**src/rtl/bcd_counter_chain_if.sv**
```systemverilog
// Handshake/data bundle for bcd_counter_chain.
// Master drives the control and load inputs; slave is the counter.
interface bcd_counter_chain_if #(
    parameter int DIGITS = 4
);
    logic                  en;
    logic                  up;
    logic                  load;
    logic [4*DIGITS-1:0]   load_val;
    logic [4*DIGITS-1:0]   out;
    logic                  tc;
    logic                  ovl;
    logic                  load_err;

    modport master (
        output en, up, load, load_val,
        input  out, tc, ovl, load_err
    );

    modport slave (
        input  en, up, load, load_val,
        output out, tc, ovl, load_err
    );
endinterface

```
**src/rtl/bcd_counter_chain.sv**
```systemverilog
// Cascaded multi-decade up/down BCD counter with load checking and wrap pulse.
// Define BCD_COUNTER_CHAIN_SAT_EN to saturate at terminal count instead of wrapping.
module bcd_counter_chain #(
    parameter int          DIGITS     = 4,
    parameter int unsigned LOAD_CHECK = 1
) (
    input  logic               clk,
    input  logic               rst,
    bcd_counter_chain_if.slave bus
);
    localparam int W = 4 * DIGITS;

    logic [W-1:0] out_q, out_d;
    logic         ovl_q, ovl_d;
    logic         load_err_q, load_err_d;

    logic [W-1:0] step_val;
    logic         wrap;
    logic [W-1:0] load_fix;
    logic         load_bad;
    logic         all9;
    logic         all0;
    logic         tc;

    always_comb begin
        all9 = 1'b1;
        all0 = 1'b1;
        for (int i = 0; i < DIGITS; i++) begin
            if (out_q[4*i +: 4] != 4'd9) all9 = 1'b0;
            if (out_q[4*i +: 4] != 4'd0) all0 = 1'b0;
        end
        tc = bus.up ? all9 : all0;
    end

    // Ripple the carry/borrow through the decades; a digit above 9
    // behaves like a wrapping digit: it clears and passes the chain on.
    always_comb begin
        step_val = out_q;
        wrap     = 1'b1;
        for (int i = 0; i < DIGITS; i++) begin
            if (wrap) begin
                if (bus.up) begin
                    if (out_q[4*i +: 4] >= 4'd9) begin
                        step_val[4*i +: 4] = 4'd0;
                    end else begin
                        step_val[4*i +: 4] = out_q[4*i +: 4] + 4'd1;
                        wrap = 1'b0;
                    end
                end else begin
                    if (out_q[4*i +: 4] == 4'd0) begin
                        step_val[4*i +: 4] = 4'd9;
                    end else if (out_q[4*i +: 4] > 4'd9) begin
                        step_val[4*i +: 4] = 4'd0;
                    end else begin
                        step_val[4*i +: 4] = out_q[4*i +: 4] - 4'd1;
                        wrap = 1'b0;
                    end
                end
            end
        end
    end

    always_comb begin
        load_fix = bus.load_val;
        load_bad = 1'b0;
        for (int i = 0; i < DIGITS; i++) begin
            if (bus.load_val[4*i +: 4] > 4'd9) begin
                load_bad = 1'b1;
                if (LOAD_CHECK != 0) load_fix[4*i +: 4] = 4'd0;
            end
        end
    end

    always_comb begin
        out_d      = out_q;
        ovl_d      = 1'b0;
        load_err_d = 1'b0;
        if (bus.load) begin
            out_d      = load_fix;
            load_err_d = (LOAD_CHECK != 0) && load_bad;
        end else if (bus.en) begin
`ifdef BCD_COUNTER_CHAIN_SAT_EN
            if (tc) begin
                ovl_d = 1'b1;
            end else begin
                out_d = step_val;
            end
`else
            out_d = step_val;
            ovl_d = wrap;
`endif
        end
    end

    always_ff @(posedge clk) begin
        if (rst) begin
            out_q      <= '0;
            ovl_q      <= 1'b0;
            load_err_q <= 1'b0;
        end else begin
            out_q      <= out_d;
            ovl_q      <= ovl_d;
            load_err_q <= load_err_d;
        end
    end

    assign bus.out      = out_q;
    assign bus.tc       = tc;
    assign bus.ovl      = ovl_q;
    assign bus.load_err = load_err_q;
endmodule
```
**src/flat_wrapper.sv**
```systemverilog
// flat-port wrapper written by rule: the top's interface ports become plain ports
module bcd_counter_chain_flat 
#(
    parameter int          DIGITS     = 4,
    parameter int unsigned LOAD_CHECK = 1
)
  (clk, rst, bus_en, bus_up, bus_load, bus_load_val, bus_out, bus_tc, bus_ovl, bus_load_err);
  bcd_counter_chain_if #(.DIGITS(DIGITS)) bus_i ();
  input  logic clk;
  input  logic rst;
  input wire logic [$bits(bus_i.en)-1:0] bus_en;
  input wire logic [$bits(bus_i.up)-1:0] bus_up;
  input wire logic [$bits(bus_i.load)-1:0] bus_load;
  input wire logic [$bits(bus_i.load_val)-1:0] bus_load_val;
  output wire logic [$bits(bus_i.out)-1:0] bus_out;
  output wire logic [$bits(bus_i.tc)-1:0] bus_tc;
  output wire logic [$bits(bus_i.ovl)-1:0] bus_ovl;
  output wire logic [$bits(bus_i.load_err)-1:0] bus_load_err;
  assign bus_i.en = bus_en;
  assign bus_i.up = bus_up;
  assign bus_i.load = bus_load;
  assign bus_i.load_val = bus_load_val;
  assign bus_out = bus_i.out;
  assign bus_tc = bus_i.tc;
  assign bus_ovl = bus_i.ovl;
  assign bus_load_err = bus_i.load_err;
  bcd_counter_chain #(.DIGITS(DIGITS), .LOAD_CHECK(LOAD_CHECK)) u_core (.clk(clk), .rst(rst), .bus(bus_i));
endmodule
```
**config.mk**
```make
export PLATFORM = sky130hd
export DESIGN_NAME = bcd_counter_chain_flat
export DESIGN_NICKNAME = d
export VERILOG_FILES = /design/src/rtl/bcd_counter_chain_if.sv /design/src/rtl/bcd_counter_chain.sv /design/src/flat_wrapper.sv
export SDC_FILE = /design/constraint.sdc
export NUM_CORES = 1
export LEC_CHECK = 0
export BUFFER_PORTS_ARGS = -buffer_cell sky130_fd_sc_hd__buf_4
export CORE_ASPECT_RATIO = 1.2
export CORE_MARGIN = 4
export CORE_UTILIZATION = 50
export DETAILED_ROUTE_END_ITERATION = 16
export GPL_TIMING_DRIVEN = 0
export PLACE_DENSITY = 0.88
export SLEW_MARGIN = 20
export SYNTH_ARGS = -nofsm -noshare
export SYNTH_HDL_FRONTEND = slang
export SYNTH_SLANG_ARGS = --single-unit
export TNS_END_PERCENT = 100
```
**constraint.sdc**
```tcl
create_clock -name clk -period 1.75 [get_ports clk]
set_input_delay 0.2625 -clock clk [delete_from_list [all_inputs] [get_ports clk]]
set_output_delay 0.2625 -clock clk [all_outputs]
set_load 0.01 [all_outputs]
```
* Word-level counts from Yosys, hierarchy flattened
Cells that the tools add are included.
** Storage, ports and cells
- Bits in registers :: 18
- Input port bits :: 21
- Output and inout port bits :: 19
** Cells by class
- Add/subtract/negate cells :: 8
- $lt $le $gt $ge :: 12
- Equal/unequal tests :: 4
- Multiplexer cells :: 56
- Bitwise logic cells :: 3
- Reduce and logical (&&, ||, !) cells :: 17
** Operators with widths (number)
- $mux W4 :: 23
- $gt A4 B4 Y1 const B :: 8
- $mux W16 :: 2
- $mux W1 :: 31
- $add A4 B1 Y4 const B :: 4
- $ge A4 B4 Y1 const B :: 4
- $logic_not A4 Y1 :: 4
- $ne A4 B4 Y1 const B :: 4
- $reduce_bool A4 Y1 :: 4
- $sub A4 B1 Y4 const B :: 4
- $reduce_bool A2 Y1 :: 4
- $reduce_and A2 Y1 :: 3
- $reduce_or A4 Y1 :: 1
- $not A1 Y1 :: 3
- $reduce_or A2 Y1 :: 1

* Depth between registers and ports, before layout
Gate-level depths: netlist (run 1).
- Depth in word-level cells :: 9
- Gate-level depth with buffers :: 7

* Worst setup path after synthesis (run 1)
No wires, ideal clock.
- Path type :: flip-flop to flip-flop
- Start point :: register u_core.out_q[9] (netlist: u_core.bus.out[9])
- End point :: register u_core.out_q[12] (netlist: u_core.bus.out[12])
- Setup time :: 0.121 ns
- Data arrival time :: 1.843 ns
- Required time :: 1.629 ns
- Slack :: -0.214 ns
- Cell stages (with the launch flop) :: 8
- Buffers on the path :: 0
- Period minus slack after synthesis :: 1.964 ns
- Path through :: dfxtp_1 > inv_1 > ha_1 > and2_1 > o31ai_1 > nand2_2 > a31oi_4 > mux2_4
** On the way
- Cells in the longest elaborated chain, start to end :: 7
- Elaborated cells on any way between the ends :: 10
- Classes of those cells :: order compare (2); mux (5); reduce/logical (3)
** RTL lines
- start: declaration :: line bcd_counter_chain.sv:13 : logic [W-1:0] out_q, out_d;
- start signal: assignment :: line bcd_counter_chain.sv:101 : out_q <= out_d;
- $gt A4 B4 Y1 :: line bcd_counter_chain.sv:52 : end else if (out_q[4*i +: 4] > 4'd9) begin
- $mux W1 :: line bcd_counter_chain.sv:52
- $mux W1 :: line bcd_counter_chain.sv:50 : if (out_q[4*i +: 4] == 4'd0) begin
- $mux W1 * :: line bcd_counter_chain.sv:42 : if (bus.up) begin
- $mux W1 * :: line bcd_counter_chain.sv:41 : if (wrap) begin
- $reduce_bool A2 Y1 (no line) *
- $reduce_and A2 Y1 (no line) *
Every way passes the cells marked *; elsewhere a longest branch is shown, timed or not.
A chain may end at the register's enable or synchronous reset.

* Worst setup path in the final report (run 1)
- Start point :: register u_core.out_q[0] (netlist: u_core.bus.out[0])
- End point :: register u_core.out_q[15] (netlist: u_core.bus.out[15])
** On the way
- Cells in the longest elaborated chain, start to end :: 8
- Elaborated cells on any way between the ends :: 11
- Classes of those cells :: order compare (2); mux (6); reduce/logical (3)
** RTL lines (line)
- $gt A4 B4 Y1 :: bcd_counter_chain.sv:52
- $mux W1 :: bcd_counter_chain.sv:52
- $mux W1 :: bcd_counter_chain.sv:50
- $mux W1 * :: bcd_counter_chain.sv:42
- $mux W1 * (2 in a row) :: bcd_counter_chain.sv:41
- $reduce_bool A2 Y1 (no line) *
- $reduce_and A2 Y1 (no line) *
Marks and branches as above.

==> results.sh, run 1 <==
export IMPL_p_switching_uw=669
export IMPL_core_area_sq_um=3720
export IMPL_syn_area_sq_um=1960
export IMPL_syn_inst=260
export IMPL_antenna_left=0
export IMPL_num_io_pins=40
export IMPL_drive_gt1_share_pct=42.8
export IMPL_place_area_sq_um=2340
export IMPL_syn2layout_area_growth_pct=40.8
export IMPL_r2r_start="u_core.bus.out[0]"
export IMPL_startpoint_type="flop"
export IMPL_power_density_nw_per_um2=617
export IMPL_clk_latency_ps=260
export IMPL_synth_edff_count=0
export IMPL_tightest_slew_ps=651
export IMPL_worstRegToRegCells=8
export IMPL_arrival_ps=2070
export IMPL_first_iter_violations=156
export IMPL_drt_first_pass_iters=4
export IMPL_final_area_sq_um=2760
export IMPL_cts_root_buffer="clkbuf_8"
export IMPL_die_area_sq_um=4990
export IMPL_finalNetCount=356
export IMPL_fin_crit_sh_pct=111
export IMPL_fin_skew_ps=2.30
export IMPL_drv_slew=0
export IMPL_routabilityCongestion=0.969
export IMPL_numClockSinks=18
export IMPL_status="finished, violations left"
export IMPL_die_x_um=65.2
export IMPL_ys_async_sr_fraction_pct=0
export IMPL_drcViolationCount=0
export IMPL_hold_path_depth=3
export IMPL_grt_pass1_vias=2259
export IMPL_overflow=0
export IMPL_core_rowCount=24
export IMPL_cts_clk_slew_worst_paths_ps=80
export IMPL_path_max_fanout=5
export IMPL_hold_ws_ps=288
export IMPL_ir_drop_uv=472
export IMPL_n_antenna_cell=0
export IMPL_cts_hold_buf=0
export IMPL_p_leak_uw=0.00114
export IMPL_endpoint="u_core.bus.out[15]"
export IMPL_wl_per_cell_um=18.6
export IMPL_crit_path_end_kind="flop"
export IMPL_pwr_share_seq_pct=29.1
export IMPL_grt_usage_pct=25.6
export IMPL_netSwitchingFraction_pct=39.2
export IMPL_dpl_hpwl_um=4240
export IMPL_worstReg2RegEnd="u_core.bus.out[15]"
export IMPL_ys_warn_count=0
export IMPL_worstPathRequired_ps=1880
export IMPL_slew_headroom_pct=56.6
export IMPL_syn_nets=297
export IMPL_drv_cap=0
export IMPL_fin_ws_ps=-190
export IMPL_clk_path_buf_depth=2
export IMPL_yosys_register_bits=18
export IMPL_drt_vias_per_instance=6.30
export IMPL_violations="setup timing"
export IMPL_crit_type="flop to flop"
export IMPL_rsz0062_at_grt="true"
export IMPL_ys_flop_type="dfxtp_1"
export IMPL_ctsHtreeMaxLevel=1
export IMPL_synthDistinctLibCells=63
export IMPL_hp_class="primary input to flop"
export IMPL_syn_avg_cell_area_sq_um=7.55
export IMPL_grt_max_degree=11
export IMPL_internal_power_uw=1040
export IMPL_r2r_slack_ps=-190
export IMPL_antenna_found_initial=0
export IMPL_hold_viol=0
export IMPL_pwr_share_comb_pct=49.4
export IMPL_cts_made_buffers=3
export IMPL_cts_tree="yes"
export IMPL_start_util_pct=52.7
export IMPL_clkPwrFrac_pct=21.4
export IMPL_grt_pass1_wl_um=10300
export IMPL_crit_start="u_core.bus.out[0]"
export IMPL_fp_dieH_um=76.6
export IMPL_io_buffers=37
export IMPL_via_count=2330
export IMPL_clock_fmax_mhz=515
export IMPL_synth_yosys_seq_area_share_pct=18.4
export IMPL_setup_viol=13
export IMPL_finalCriticalPeriod_ps=1940
export IMPL_wl_um=6890
[Yosys cell counts (3+ instances only)]
cell type / n / area (sq um)
clkbuf_1: 9 / 33.8
nor3b_1: 6 / 45.0
and2_1: 5 / 31.3
nand3_1: 7 / 35.0
a21oi_1: 14 / 70.1
nor2_1: 19 / 71.3
nand4_1: 3 / 18.8
mux2i_1: 6 / 60.1
a31oi_1: 7 / 43.8
nand2_1: 19 / 71.3
ha_1: 16 / 200
o211ai_1: 4 / 30.0
o21ai_1: 3 / 15.0
o21ai_0: 18 / 90.1
dfxtp_1: 18 / 360
nor3_1: 4 / 20.0
and3_1: 3 / 18.8
inv_1: 17 / 63.8
o22ai_1: 4 / 25.0
buf_2: 7 / 35.0
nand2b_1: 8 / 50.1
a211oi_1: 8 / 60.1
nor2b_1: 3 / 18.8
[worst max-delay path: stages, from the launching register on]
cell      delay (ps)
dfxtp_4          380
inv_4             80
ha_4             140
or4b_4           480
o211ai_2         100
and2_4           220
a31oi_4          110
buf_4            170
mux2i_1          120
[logic make-up after synthesis]
kind of cell             synth area share, %
AND/OR/NAND/NOR                         27.1
multiplexers                            5.74
flip-flops                              18.4
buffers and inverters                   7.78
adder cells (fa/ha/maj)                 10.2
AO/OA/AOI/OAI                           30.4
XOR/XNOR                               0.447
[flip-flops by register name, summed over array words and instances (netlist names)]
signal / cells
u_core.bus.load_err: 1
u_core.bus.ovl: 1
u_core.bus.out: 16
[worst min-delay path by stage]
| stage | start | end | slack (ps) |
|---|---|---|---|
| after CTS | bus_load_val[0] | u_core.bus.out[0] | 270 |
| final | bus_load_val[0] | u_core.bus.out[0] | 290 |
| after global placement | u_core.bus.out[9] | u_core.bus.out[9] | 490 |
| after floorplan | bus_load_val[0] | u_core.bus.out[0] | 420 |
| after global routing | bus_load_val[0] | u_core.bus.out[0] | 290 |
| after detailed placement | u_core.bus.out[9] | u_core.bus.out[9] | 500 |
[area by class of cell]
class                           instances  area, sq um
Inverter                               18         80.1
Tap cell                               52         65.1
Sequential cell                        18          389
Buffer                                 17         87.6
Timing Repair Buffer                   55          420
Clock buffer                            4         55.1
Multi-Input combinational cell        206         1670
Fill cell                             286          961
[repair_timing]
action,in CTS,in global routing
resized for setup,32,36
hold endpoints to repair,0,0
pin swaps,6,11
setup endpoints to repair,12,17
setup buffers,13,5
[cell usage in the layout, fill, tap and decap left out, types with 3 or more instances in the layout]
cell type | netlist | layout
buf_4 | 0 | 54
nor3b_1 | 6 | 3
nand4_1 | 3 | 3
nor2_1 | 19 | 18
mux2i_1 | 6 | 6
ha_4 | 0 | 5
ha_1 | 16 | 5
nor3b_2 | 0 | 3
nand2b_1 | 8 | 8
a211oi_1 | 8 | 6
and2_1 | 5 | 4
inv_4 | 0 | 3
buf_2 | 7 | 8
nand3_1 | 7 | 7
a21oi_1 | 14 | 13
nor3_1 | 4 | 3
inv_2 | 0 | 3
and3_1 | 3 | 3
o211ai_1 | 4 | 4
o22ai_1 | 4 | 3
ha_2 | 0 | 6
nand2_1 | 19 | 18
clkbuf_8 | 0 | 4
dfxtp_4 | 0 | 7
o21ai_0 | 18 | 17
inv_1 | 17 | 10
clkbuf_1 | 9 | 5
a31oi_1 | 7 | 7
dfxtp_1 | 18 | 9
[through the flow]
step | total power [uW] | TNS [ps] | setup WS, ps | utilization (%) | instances
3_5_place_dp | 1140 | -975 | -199 | 62.9 | 349
2_1_floorplan | 934 | -157 | -86.7 | - | 260
5_1_grt | 1790 | -2570 | -243 | 74.2 | 370
6_report | 1700 | -1500 | -190 | 74.2 | 370
4_1_cts | 1580 | -873 | -134 | 70.1 | 366
3_3_place_gp | 1120 | -713 | -185 | 62.9 | 349
[metal layers]
metal / share of wire, % / track usage [%]
met5: 0 / 0
met3: 7.0 / 3.24
met4: 5.1 / 15.6
met2: 50 / 43.0
met1: 38 / 30.3
[power groups by stage]
stage / clock, uW / sequential (uW) / combinational [uW]
after CTS: 365 / 484 / 729
after detailed placement: 0 / 493 / 644
after global placement: 0 / 492 / 631
final: 365 / 497 / 843
after floorplan: 0 / 500 / 434
after global routing: 382 / 502 / 904
No activity file was read; power rests on OpenSTA's default activity.
==> run 2, diff against run 1 <==
--- a/config.mk
+++ b/config.mk
@@ -8,10 +8,10 @@
 export BUFFER_PORTS_ARGS = -buffer_cell sky130_fd_sc_hd__buf_4
 export CORE_ASPECT_RATIO = 1.2
 export CORE_MARGIN = 4
-export CORE_UTILIZATION = 50
+export CORE_UTILIZATION = 60
 export DETAILED_ROUTE_END_ITERATION = 16
 export GPL_TIMING_DRIVEN = 0
-export PLACE_DENSITY = 0.88
+export PLACE_DENSITY = 0.95
 export SLEW_MARGIN = 20
 export SYNTH_ARGS = -nofsm -noshare
 export SYNTH_HDL_FRONTEND = slang
==> constraint.sdc (replaced) <==
create_clock -name clk -period 2.3 [get_ports clk]
set_input_delay 0.345 -clock clk [delete_from_list [all_inputs] [get_ports clk]]
set_output_delay 0.345 -clock clk [all_outputs]
set_load 0.01 [all_outputs]
==> run 2 against run 1 <==
  * The flow now finishes without violations
  * Global-route usage increased by 1.3 points
  * Total power is 39% lower
  * Cell area decreased by 16%
  * Sequential cell count stayed put
  * Cell count shrank 9.2%
  * Combinational power decreased by 42%
  * Largest power group unchanged
  * First-iteration DRC count fell by 1.9%
  * Routed wire length fell by 20%
  * Non-clock buffer count fell by 17
  * Sequential power decreased by 26%
==> results.sh, run 2 (synthesis results as in run 1) <==
export IMPL_status="complete, no violations"
export IMPL_final_cell_mix="37 x buf_4, 19 x nand2_1, 19 x nor2_1, 18 x o21ai_0, 18 x dfxtp_1"
export IMPL_crit_slowest_cell="dfxtp_1"
export IMPL_finalCriticalPeriod_ps=2220
export IMPL_core_area_sq_um=3110
export IMPL_hold_path_depth=3
export IMPL_die_area_sq_um=4250
export IMPL_setup_viol=0
export IMPL_grt_pass1_wl_um=9130
export IMPL_wl_um=5540
export IMPL_fin_skew_ps=6.68
export IMPL_die_x_um=60.2
export IMPL_cts_tree="yes"
export IMPL_drv_slew=0
export IMPL_r2r_start="u_core.bus.out[4]"
export IMPL_ir_drop_uv=291
export IMPL_drt_first_pass_iters=6
export IMPL_startpoint_type="flop"
export IMPL_dpl_hpwl_um=4210
export IMPL_cts_clk_slew_worst_paths_ps=120
export IMPL_drcViolationCount=0
export IMPL_wl_per_cell_um=16.5
export IMPL_slowest_delay_ps=480
export IMPL_cts_hold_buf=0
export IMPL_num_io_pins=40
export IMPL_fin_crit_sh_pct=96.4
export IMPL_start_util_pct=63.1
export IMPL_worstRegToRegCells=7
export IMPL_drive_gt1_share_pct=22.3
export IMPL_cts_made_buffers=3
export IMPL_crit_start="u_core.bus.out[0]"
export IMPL_slew_headroom_pct=62.1
export IMPL_fin_setup_tns_ps=0
export IMPL_crit_type="flop to output pin"
export IMPL_clk_path_buf_depth=2
export IMPL_numClockSinks=18
export IMPL_hp_class="primary input to flop"
export IMPL_worstReg2RegEnd="u_core.bus.out[5]"
export IMPL_routabilityCongestion=0.911
export IMPL_post_cts_buffers=0
export IMPL_mostFrequentLayoutCell="buf_4"
export IMPL_power_density_nw_per_um2=447
export IMPL_place_ws_ps=200
export IMPL_cts_root_buffer="clkbuf_4"
export IMPL_rsz0062_at_grt="false"
export IMPL_finalNetCount=339
export IMPL_grt_max_degree=11
export IMPL_antenna_left=0
export IMPL_drv_cap=0
export IMPL_p_leak_uw=0.000983
export IMPL_arrival_ps=1870
export IMPL_largest_reg_flops=16
export IMPL_path_max_fanout=7
export IMPL_hold_viol=0
export IMPL_io_buffers=37
export IMPL_core_rowCount=22
export IMPL_via_count=2204
export IMPL_syn2layout_area_growth_pct=17.8
export IMPL_grt_usage_pct=26.9
export IMPL_overflow=0
export IMPL_worstPathCellList="ha_2, and2_1, nand4_1, nor4_1, a41o_1, buf_4"
export IMPL_ctsHtreeMaxLevel=1
export IMPL_r2r_slack_ps=120
export IMPL_tightest_slew_ps=568
export IMPL_n_antenna_cell=0
export IMPL_min_from="bus_load_val[0]"
export IMPL_drt_vias_per_instance=6.56
export IMPL_clock_fmax_mhz=451
export IMPL_first_iter_violations=153
export IMPL_hold_ws_ps=300
export IMPL_fp_dieH_um=70.6
export IMPL_antenna_found_initial=0
export IMPL_clk_latency_ps=310
export IMPL_whs_endpoint="u_core.bus.out[0]"
export IMPL_fin_cells=336
export IMPL_fin_ws_ps=82.5
export IMPL_worstPathRequired_ps=1960
export IMPL_grt_pass1_vias=2074
export IMPL_crit_path_end_kind="output pin"
export IMPL_place_inst=333
run 2: worst max path at each step:
stage,end,cells after the start,slack (ps)
floorplan,u_core.bus.out[12],7,340
global placement,u_core.bus.out[12],7,230
detailed placement,u_core.bus.out[12],7,200
CTS,bus_tc,7,40
global route,bus_tc,6,2
finish,bus_tc,6,80
run 2: metal layers:
metal	up-vias	global-route usage [%]	part of all wire [%]
met5	-	0	0
met4	0	13.1	2.9
met3	19	5.66	8.5
met2	122	42.5	49
met1	1025	33.9	39
li1	1038	-	-
run 2: per-stage QoR:
stage	util, %	cell area [sq um]	power, uW
after CTS	74.2	2310	1020
after global placement	73.5	2280	839
after detailed placement	73.5	2280	852
after global routing	74.3	2310	1100
after floorplan	-	1960	702
final	74.3	2310	1030
run 2: cell type report:
cell class / instances / area [sq um]
multi-input cells: 206 / 1450
clock buffers: 3 / 22.5
well taps: 36 / 45.0
fillers: 248 / 800
repair buffers: 37 / 278
flip-flops and latches: 18 / 360
inverters: 18 / 67.6
plain buffers: 18 / 86.3
run 2: critical path: cells and delay by family, from the launching register on:
| family | cells | cell delay [ps] |
|---|---|---|
| AO/OA/AOI/OAI | 1 | 140 |
| adder cells (fa/ha/maj) | 1 | 280 |
| buffers and inverters | 1 | 120 |
| flip-flops | 1 | 480 |
| AND/OR/NAND/NOR | 3 | 530 |
run 2: what timing repair did:
| item | in CTS | in global routing |
|---|---|---|
| endpoints found under the hold margin | 0 | 0 |
| gates resized for setup | 0 | 4 |
| setup endpoints to repair | 0 | 1 |
run 2: power by group:
group | total [uW] | leakage (uW) | internal [uW] | switching (uW)
clock network | 175 | 0.0000138 | 61.4 | 114
logic | 493 | 0.000821 | 215 | 278
registers | 366 | 0.000148 | 336 | 29.4
==> run 3, diff against run 2 <==
--- a/config.mk
+++ b/config.mk
@@ -11,7 +11,7 @@
 export CORE_UTILIZATION = 60
 export DETAILED_ROUTE_END_ITERATION = 16
 export GPL_TIMING_DRIVEN = 0
-export PLACE_DENSITY = 0.95
+export PLACE_DENSITY = 0.86
 export SLEW_MARGIN = 20
 export SYNTH_ARGS = -nofsm -noshare
 export SYNTH_HDL_FRONTEND = slang
==> run 3 against run 2 <==
  * Count of clock-buffer cells in the layout is 1 higher
  * Setup slack gained 19 ps
  * Die area is the same
  * Sequential cell count is the same
  * Global-route usage shrank 0.094 points
  * Combinational power about the same
  * Cell count rose by 0.30%
  * Clock power grew 22%
  * Sequential share of layout area shrank 0.068 points
  * Worst hold slack got worse by 16 ps
  * First-iteration DRC count rose by 6.5%
  * Routed wire length up 0.72%
  * Critical path type unchanged
==> results.sh, run 3 (synthesis results as in run 1) <==
export IMPL_cts_resized_gates=0
export IMPL_clock_fmax_mhz=455
export IMPL_grt_pass1_vias=2006
export IMPL_syn2layout_area_growth_pct=19.1
export IMPL_core_rowCount=22
export IMPL_power_density_nw_per_um2=461
export IMPL_wl_um=5580
export IMPL_tightest_slew_ps=561
export IMPL_start_util_pct=63.1
export IMPL_clk_latency_ps=320
export IMPL_fin_setup_tns_ps=0
export IMPL_drive_gt1_share_pct=22.9
export IMPL_drv_slew=0
export IMPL_cts_clk_slew_worst_paths_ps=120
export IMPL_multi_input_area_sq_um=1460
export IMPL_routabilityCongestion=0.904
export IMPL_grt_max_degree=11
export IMPL_crit_type="flop to output pin"
export IMPL_status="complete, no violations"
export IMPL_arrival_ps=1850
export IMPL_io_buffers=37
export IMPL_drcViolationCount=0
export IMPL_wl_per_cell_um=16.6
export IMPL_fp_dieH_um=70.6
export IMPL_antenna_left=0
export IMPL_die_x_um=60.2
export IMPL_ctsHtreeMaxLevel=1
export IMPL_first_iter_violations=163
export IMPL_hold_viol=0
export IMPL_largest_reg_flops=16
export IMPL_numClockSinks=18
export IMPL_cts_root_buffer="clkbuf_4"
export IMPL_num_io_pins=40
export IMPL_grt_usage_pct=26.8
export IMPL_fin_skew_ps=7.83
export IMPL_path_max_fanout=6
export IMPL_slowest_delay_ps=390
export IMPL_crit_slowest_cell="dfxtp_1"
export IMPL_cts_tree="yes"
export IMPL_n_antenna_cell=0
export IMPL_num_fill_cells=261
export IMPL_drv_cap=0
export IMPL_setup_viol=0
export IMPL_startpoint_type="flop"
export IMPL_fin_crit_sh_pct=95.6
export IMPL_via_count=2204
export IMPL_drt_vias_per_instance=6.54
export IMPL_antenna_found_initial=0
export IMPL_final_cell_mix="37 x buf_4, 19 x nand2_1, 19 x nor2_1, 18 x o21ai_0, 17 x inv_1"
export IMPL_post_cts_buffers=0
export IMPL_cts_made_buffers=3
export IMPL_overflow=0
export IMPL_clk_path_buf_depth=2
export IMPL_layout_area_seq_sq_um=363
export IMPL_ir_drop_uv=458
export IMPL_dpl_hpwl_um=4130
export IMPL_finalNetCount=339
export IMPL_finalCriticalPeriod_ps=2200
export IMPL_worstPathCellList="inv_1, ha_4, and2_1, nand4_1, nor4_1, a41o_1, buf_4"
export IMPL_die_area_sq_um=4250
export IMPL_crit_path_end_kind="output pin"
export IMPL_slew_headroom_pct=62.6
export IMPL_mostFrequentLayoutCell="buf_4"
export IMPL_drt_first_pass_iters=5
export IMPL_worstPathRequired_ps=1960
export IMPL_p_leak_uw=0.000993
export IMPL_fin_ws_ps=102
export IMPL_place_ws_ps=165
export IMPL_cts_hold_buf=0
export IMPL_grt_pass1_wl_um=9050
export IMPL_hp_class="primary input to flop"
export IMPL_core_area_sq_um=3110
-- run 3: cell types whose count changed in the layout (fill, tap and decap cells not counted) --
cell / change
inv_2: -1
clkbuf_8: +1
ha_4: +1
ha_2: -1
dfxtp_1: -2
dfxtp_2: +2
inv_1: +1
-- run 3: worst paths after layout --
path / startpoint / slack (ps) / endpoint / cells after the start
setup / recovery: u_core.bus.out[1] / 100 / bus_tc / 7
hold / removal: bus_load_val[0] / 280 / u_core.bus.out[0] / 3
setup reg to reg: u_core.bus.out[1] / 120 / u_core.bus.out[12] / 7
hold reg to reg: u_core.bus.out[9] / 540 / u_core.bus.out[9] / 2
-- run 3: power breakdown --
group,internal [uW],switching (uW)
clock network,96.8,118
logic,217,279
registers,337,29.9
total,651,426
-- run 3: worst max-delay path: cells and delay by family, from the launching register on --
kind,cells,cell delay (ps)
AO/OA/AOI/OAI,1,150
flip-flops,1,390
buffers and inverters,2,290
AND/OR/NAND/NOR,3,520
adder cells (fa/ha/maj),1,190
-- run 3: final cells by class --
class	instances	share of cell area (%)
inverter	18	2.89
timing repair buffer	37	11.9
buffer	18	3.69
sequential	18	15.5
tap	36	1.93
clock buffer	4	1.55
multi-input combinational	206	62.5
-- run 3: metal layers --
| metal | track usage, % | routed length, um |
|---|---|---|
| met5 | 0 | 0 |
| met4 | 12.1 | 107 |
| met3 | 2.74 | 509 |
| met2 | 42.7 | 2660 |
| met1 | 35.7 | 2300 |
-- run 3: metrics by stage --
step	instances	util, %	hold WS, ps	cell area, sq um	power (uW)
detailed placement	333	73.5	530	2280	852
floorplan	260	-	506	1960	702
CTS	337	74.6	286	2320	1070
global route	337	75.1	318	2340	1150
global placement	333	73.5	511	2280	842
finish	337	75.1	284	2340	1080
